--- src/rtl/registers_bank_pkg.sv ---
// rtl/registers_bank_pkg.sv - shared constants and helpers for the ID-stage register file
//
// Purpose : default geometry of the register file, the index of the
//           hard-wired zero register, and a helper that decides whether a
//           write address may actually modify storage.
package registers_bank_pkg;

    // Default geometry (MIPS: 32 registers of 32 bits).
    localparam int DEFAULT_BANK_SIZE = 32;
    localparam int DEFAULT_REG_SIZE  = 32;

    // R0 is architecturally constant zero.
    localparam int R0_INDEX = 0;

    // A register index may be written only if it is not R0 and lies inside
    // the implemented bank. Addresses past the end of a non power-of-two
    // bank (e.g. 10..15 with 10 registers) fall through as no-ops.
    function automatic bit index_is_writable(input int index, input int bank_size);
        return (index != R0_INDEX) && (index < bank_size);
    endfunction

endpackage

--- src/rtl/registers_bank.sv ---
// rtl/registers_bank.sv - MIPS ID-stage register file, 2 async read ports, 1 clocked write port
//
// Purpose : general-purpose register file. R0 reads as zero and ignores
//           writes; out-of-range addresses read zero and ignore writes.
//           Reads are combinational with no write-to-read bypass (the
//           forwarding unit resolves that hazard). The whole bank is
//           exported flattened for the debug unit.
//
// Ports   :
//   i_clk          - clock, writes on rising edge
//   i_reset        - asynchronous active-high reset, clears every register
//   i_write_enable - write strobe sampled on rising edge
//   i_addr_a       - read address, port A
//   i_addr_b       - read address, port B
//   i_addr_wr      - write address
//   i_bus_wr       - write data
//   o_bus_a        - contents of register i_addr_a
//   o_bus_b        - contents of register i_addr_b
//   o_bus_debug    - all registers, register k at [k*REGISTERS_SIZE +: REGISTERS_SIZE]
module registers_bank
    import registers_bank_pkg::*;
#(
    parameter int REGISTERS_BANK_SIZE = DEFAULT_BANK_SIZE,
    parameter int REGISTERS_SIZE      = DEFAULT_REG_SIZE,
    localparam int ADDR_W             = $clog2(REGISTERS_BANK_SIZE)
) (
    input  logic                                        i_clk,
    input  logic                                        i_reset,
    input  logic                                        i_write_enable,
    input  logic [ADDR_W-1:0]                           i_addr_a,
    input  logic [ADDR_W-1:0]                           i_addr_b,
    input  logic [ADDR_W-1:0]                           i_addr_wr,
    input  logic [REGISTERS_SIZE-1:0]                   i_bus_wr,
    output logic [REGISTERS_SIZE-1:0]                   o_bus_a,
    output logic [REGISTERS_SIZE-1:0]                   o_bus_b,
    output logic [REGISTERS_BANK_SIZE*REGISTERS_SIZE-1:0] o_bus_debug
);

    logic [REGISTERS_SIZE-1:0] regs [REGISTERS_BANK_SIZE];

    // Write decode is done by comparing against every implemented index
    // rather than indexing with i_addr_wr directly, so an address beyond
    // the bank never produces an out-of-bounds array write.
    always_ff @(posedge i_clk or posedge i_reset) begin
        if (i_reset) begin
            for (int k = 0; k < REGISTERS_BANK_SIZE; k++) begin
                regs[k] <= '0;
            end
        end else if (i_write_enable) begin
            for (int k = 0; k < REGISTERS_BANK_SIZE; k++) begin
                if (index_is_writable(k, REGISTERS_BANK_SIZE) &&
                    (i_addr_wr == ADDR_W'(k))) begin
                    regs[k] <= i_bus_wr;
                end
            end
        end
    end

    // Read muxes: default to zero so R0 and unimplemented addresses read 0.
    always_comb begin
        o_bus_a = '0;
        o_bus_b = '0;
        for (int k = 0; k < REGISTERS_BANK_SIZE; k++) begin
            if (k != R0_INDEX) begin
                if (i_addr_a == ADDR_W'(k)) begin
                    o_bus_a = regs[k];
                end
                if (i_addr_b == ADDR_W'(k)) begin
                    o_bus_b = regs[k];
                end
            end
        end
    end

    // Debug export; slice 0 is forced to zero rather than trusting storage.
    for (genvar g = 0; g < REGISTERS_BANK_SIZE; g++) begin : g_debug
        if (g == R0_INDEX) begin : g_zero
            assign o_bus_debug[g*REGISTERS_SIZE +: REGISTERS_SIZE] = '0;
        end else begin : g_reg
            assign o_bus_debug[g*REGISTERS_SIZE +: REGISTERS_SIZE] = regs[g];
        end
    end

endmodule

--- config.mk ---
export PLATFORM = sky130hd
export DESIGN_NAME = registers_bank
export DESIGN_NICKNAME = d
export VERILOG_FILES = /design/src/rtl/registers_bank_pkg.sv /design/src/rtl/registers_bank.sv
export SDC_FILE = /design/constraint.sdc
export NUM_CORES = 2
export LEC_CHECK = 0
export CAP_MARGIN = 25
export CORE_ASPECT_RATIO = 0.7
export CORE_UTILIZATION = 25
export CTS_CLUSTER_SIZE = 24
export DETAILED_ROUTE_END_ITERATION = 7
export PLACE_DENSITY_LB_ADDON = 0.08
export SYNTH_ARGS = -nofsm -noshare
export SYNTH_HDL_FRONTEND = slang
export SYNTH_SLANG_ARGS = --single-unit
--- constraint.sdc ---
create_clock -name i_clk -period 40 [get_ports i_clk]
set_clock_uncertainty 0.2 [all_clocks]
set_input_delay 4 -clock i_clk [delete_from_list [all_inputs] [get_ports i_clk]]
set_output_delay 4 -clock i_clk [all_outputs]
set_load 0.05 [all_outputs]
==> out/results.ini <==
[setup_path]
path_cells = buf_4 > buf_4 > buf_4 > and4b_1 > o21a_1 > o31ai_1 > a311o_1 > a21oi_1 > clkdlybuf4s50_1
slowest_stage = clkdlybuf4s50_1
worst-r2r-setup-slack_ns = 38.73
worst_ep_required_time_ns = 35.80
crit_path_max_fanout = 36
arrival_ns = 9.57
start_kind = primary input
path_class = primary input to output pin
worst_setup_path_end_kind = output pin
cpPeakStageDelay_ns = 0.94
cp_common_cell = buf_4

[timing]
max_freq_ghz = 0.0726
fin_ws_ns = 26.23
fin_crit_sh_pct = 34.4
hold_viol_final = 0
fin_hold_ws_ns = 0.361
drv_slew = 0
relSlewSlack_pct = 15.1
tightest_slew_ns = 1.27
setup_tns_ns = 0
finalCriticalPeriod_ns = 13.77
grt_setup_unrepaired = no
setup_viol = 0

[synth]
ys_top_cells_by_area = dfrtp_1 (44%), mux2_2 (21%), o21ai_0 (3.9%), a21oi_1 (3.8%), o22ai_1 (2.5%)
synth_ff_type = dfrtp_1
ys_seq_area_share_pct = 44.4
synth_top_area_share_pct = 44.4
synthArstFlopShare_pct = 100
synth_edf_count = 0
ys_ff_latch = 992
yosysTopAreaCell = dfrtp_1
syn_inst = 5395
yosys_warnings = 0
ys_types = 102
postSynthAreaPerCell_um2 = 10.4
synth.cell_area_um2 = 55900

[clock_tree]
root_buffer = clkbuf_16
path_clk_slew_ns = 0.06
cts_tree = done
htree_levels = 3
cts_setup_buffers = 0
numClockSinks = 992
worstSkewPairLatency_ns = 0.75
clk_path_buf_depth = 3
cts_buffers = 111
post_cts_resized = 0
ctsHoldBuffers = 0

[floorplanning]
coreArea_um2 = 221000
start_util_pct = 25.3
die_w_um = 567
die_area_um2 = 225000
die_h_um = 397
rows = 144
io_pins = 1138

[layout]
largest_register_ffs = 992
final_area_um2 = 74200
nets = 6382
final_common_cell = clkdlybuf4s50_1
layout-drive-gt1-share_pct = 25.1
final_cell_mix = clkdlybuf4s50_1 (1082), mux2_2 (1017), dfrtp_1 (992)
area_delta_synth_final_pct = 32.9

[route]
via_per_inst = 6.24
final_antenna_net_count = 0
drtPass1Iterations = 8
first_iter_violations = 9086
num_vias = 58500
drc = 24
wl_per_cell_um = 48.1
totalWireLength_mm = 450

[global_route]
grt_overflow = 0
antenna_found_initial = 49
grt_first_pass_wirelength_mm = 580
grt_max_degree = 143
grt_usage_pct = 38.5
grt_pass1_vias = 55300

[status]
violations = DRC
outcome = finished, violations left

[power]
leakagePower_nw = 30.5
p_switching_mw = 2.16
seqPwrFrac_pct = 36.4
power_frac_comb_pct = 38.8
internal-power_mw = 2.42
power_density_nw_per_um2 = 61.8
netSwitchingFraction_pct = 47.2
ir_drop_mv = 0.0327
clkPwrFrac_pct = 24.8

[placement]
pre_cts_ws_ns = 26.54
hpwl_mm = 340
port_buffers = 1105
post_dp_cell_area_um2 = 70100
gp_congestion = 1.02

[min_path]
min_path_type = flip-flop to flip-flop

[flow_run]
drv_cap = 0

-- synth_stat cells, types with 19 or more instances --
master	n
mux2_2	1017
dfrtp_1	992
o21ai_0	436
a21oi_1	419
nand2_1	327
nor2_1	318
clkbuf_1	258
o22ai_1	227
buf_2	143
mux2i_1	124
a22oi_1	104
o221ai_1	74
nand3_1	71
a211oi_1	67
buf_1	66
buf_4	61
a31oi_1	52
nor3_1	50
o211ai_1	43
a221oi_1	34
nor2b_1	30
nand2b_1	27
a21o_1	21
a22o_1	20
o31ai_1	19
-- power groups by stage --
stage          sequential, mW  combinational (mW)  clock, mW
2_1_floorplan            2.08               0.414          0
3_3_place_gp             1.67                1.76          0
3_5_place_dp             1.67                1.77          0
4_1_cts                  1.65                1.77       1.16
5_1_grt                  1.66                1.82       1.19
6_report                 1.67                1.78       1.14
-- per-stage QoR --
step	power (mW)	utilization, %	cells
6_report	4.59	33.6	9369
5_1_grt	4.68	33.6	9343
4_1_cts	4.58	33.5	9332
3_5_place_dp	3.43	31.7	9134
3_3_place_gp	3.43	31.7	9123
2_1_floorplan	2.49	-	5426
-- worst max-delay path, delay by kind of cell --
kind	cells	cell delay (ns)
simple gates	1	0.61
compound gates	4	2.30
buf+inv	4	2.49
-- final cells by class --
type | count | area, um2
fillers | 22700 | 147000
multi-input cells | 3865 | 28800
flip-flops and latches | 992 | 24800
repair buffers | 1340 | 12900
well taps | 2920 | 3650
clock buffers | 143 | 3130
clock inverters | 55 | 795
inverters | 22 | 92.6
diodes | 32 | 80.1
-- path summary, 6_finish.rpt --
| kind | from | endpoint | cells past startpoint |
|---|---|---|---|
| max in group asynchronous | i_reset | o_bus_debug[903] | 6 |
| worst min register to register | o_bus_debug[389] | o_bus_debug[389] | 1 |
| worst min-delay path | o_bus_debug[389] | o_bus_debug[389] | 1 |
| worst max-delay path | i_addr_a[2] | o_bus_a[27] | 9 |
| min in group asynchronous | i_reset | o_bus_debug[120] | 2 |
| worst max register to register | o_bus_debug[752] | o_bus_debug[752] | 1 |
-- metal layers --
metal	vias to the layer above	track usage [%]	share of wire [%]
li1	22100	-	-
met5	-	0.167	0.032
met1	31300	52.2	42
met2	4230	57.4	43
met3	822	10.9	10
met4	16	15.9	4.9
-- cell families (layout without fill, tap and decap cells) --
family / count (synthesis) / count (layout) / share of synthesized area, %
AOI/OAI and AO/OA: 1703 / 1703 / 19.1
muxes: 1162 / 1162 / 23.4
DFF: 992 / 992 / 44.4
and+or+nand+nor: 968 / 968 / 8.18
buffers and inverters: 569 / 1560 / 4.82
other: 1 / 64 / 0.00671
No activity file was read; power rests on OpenSTA's default activity.
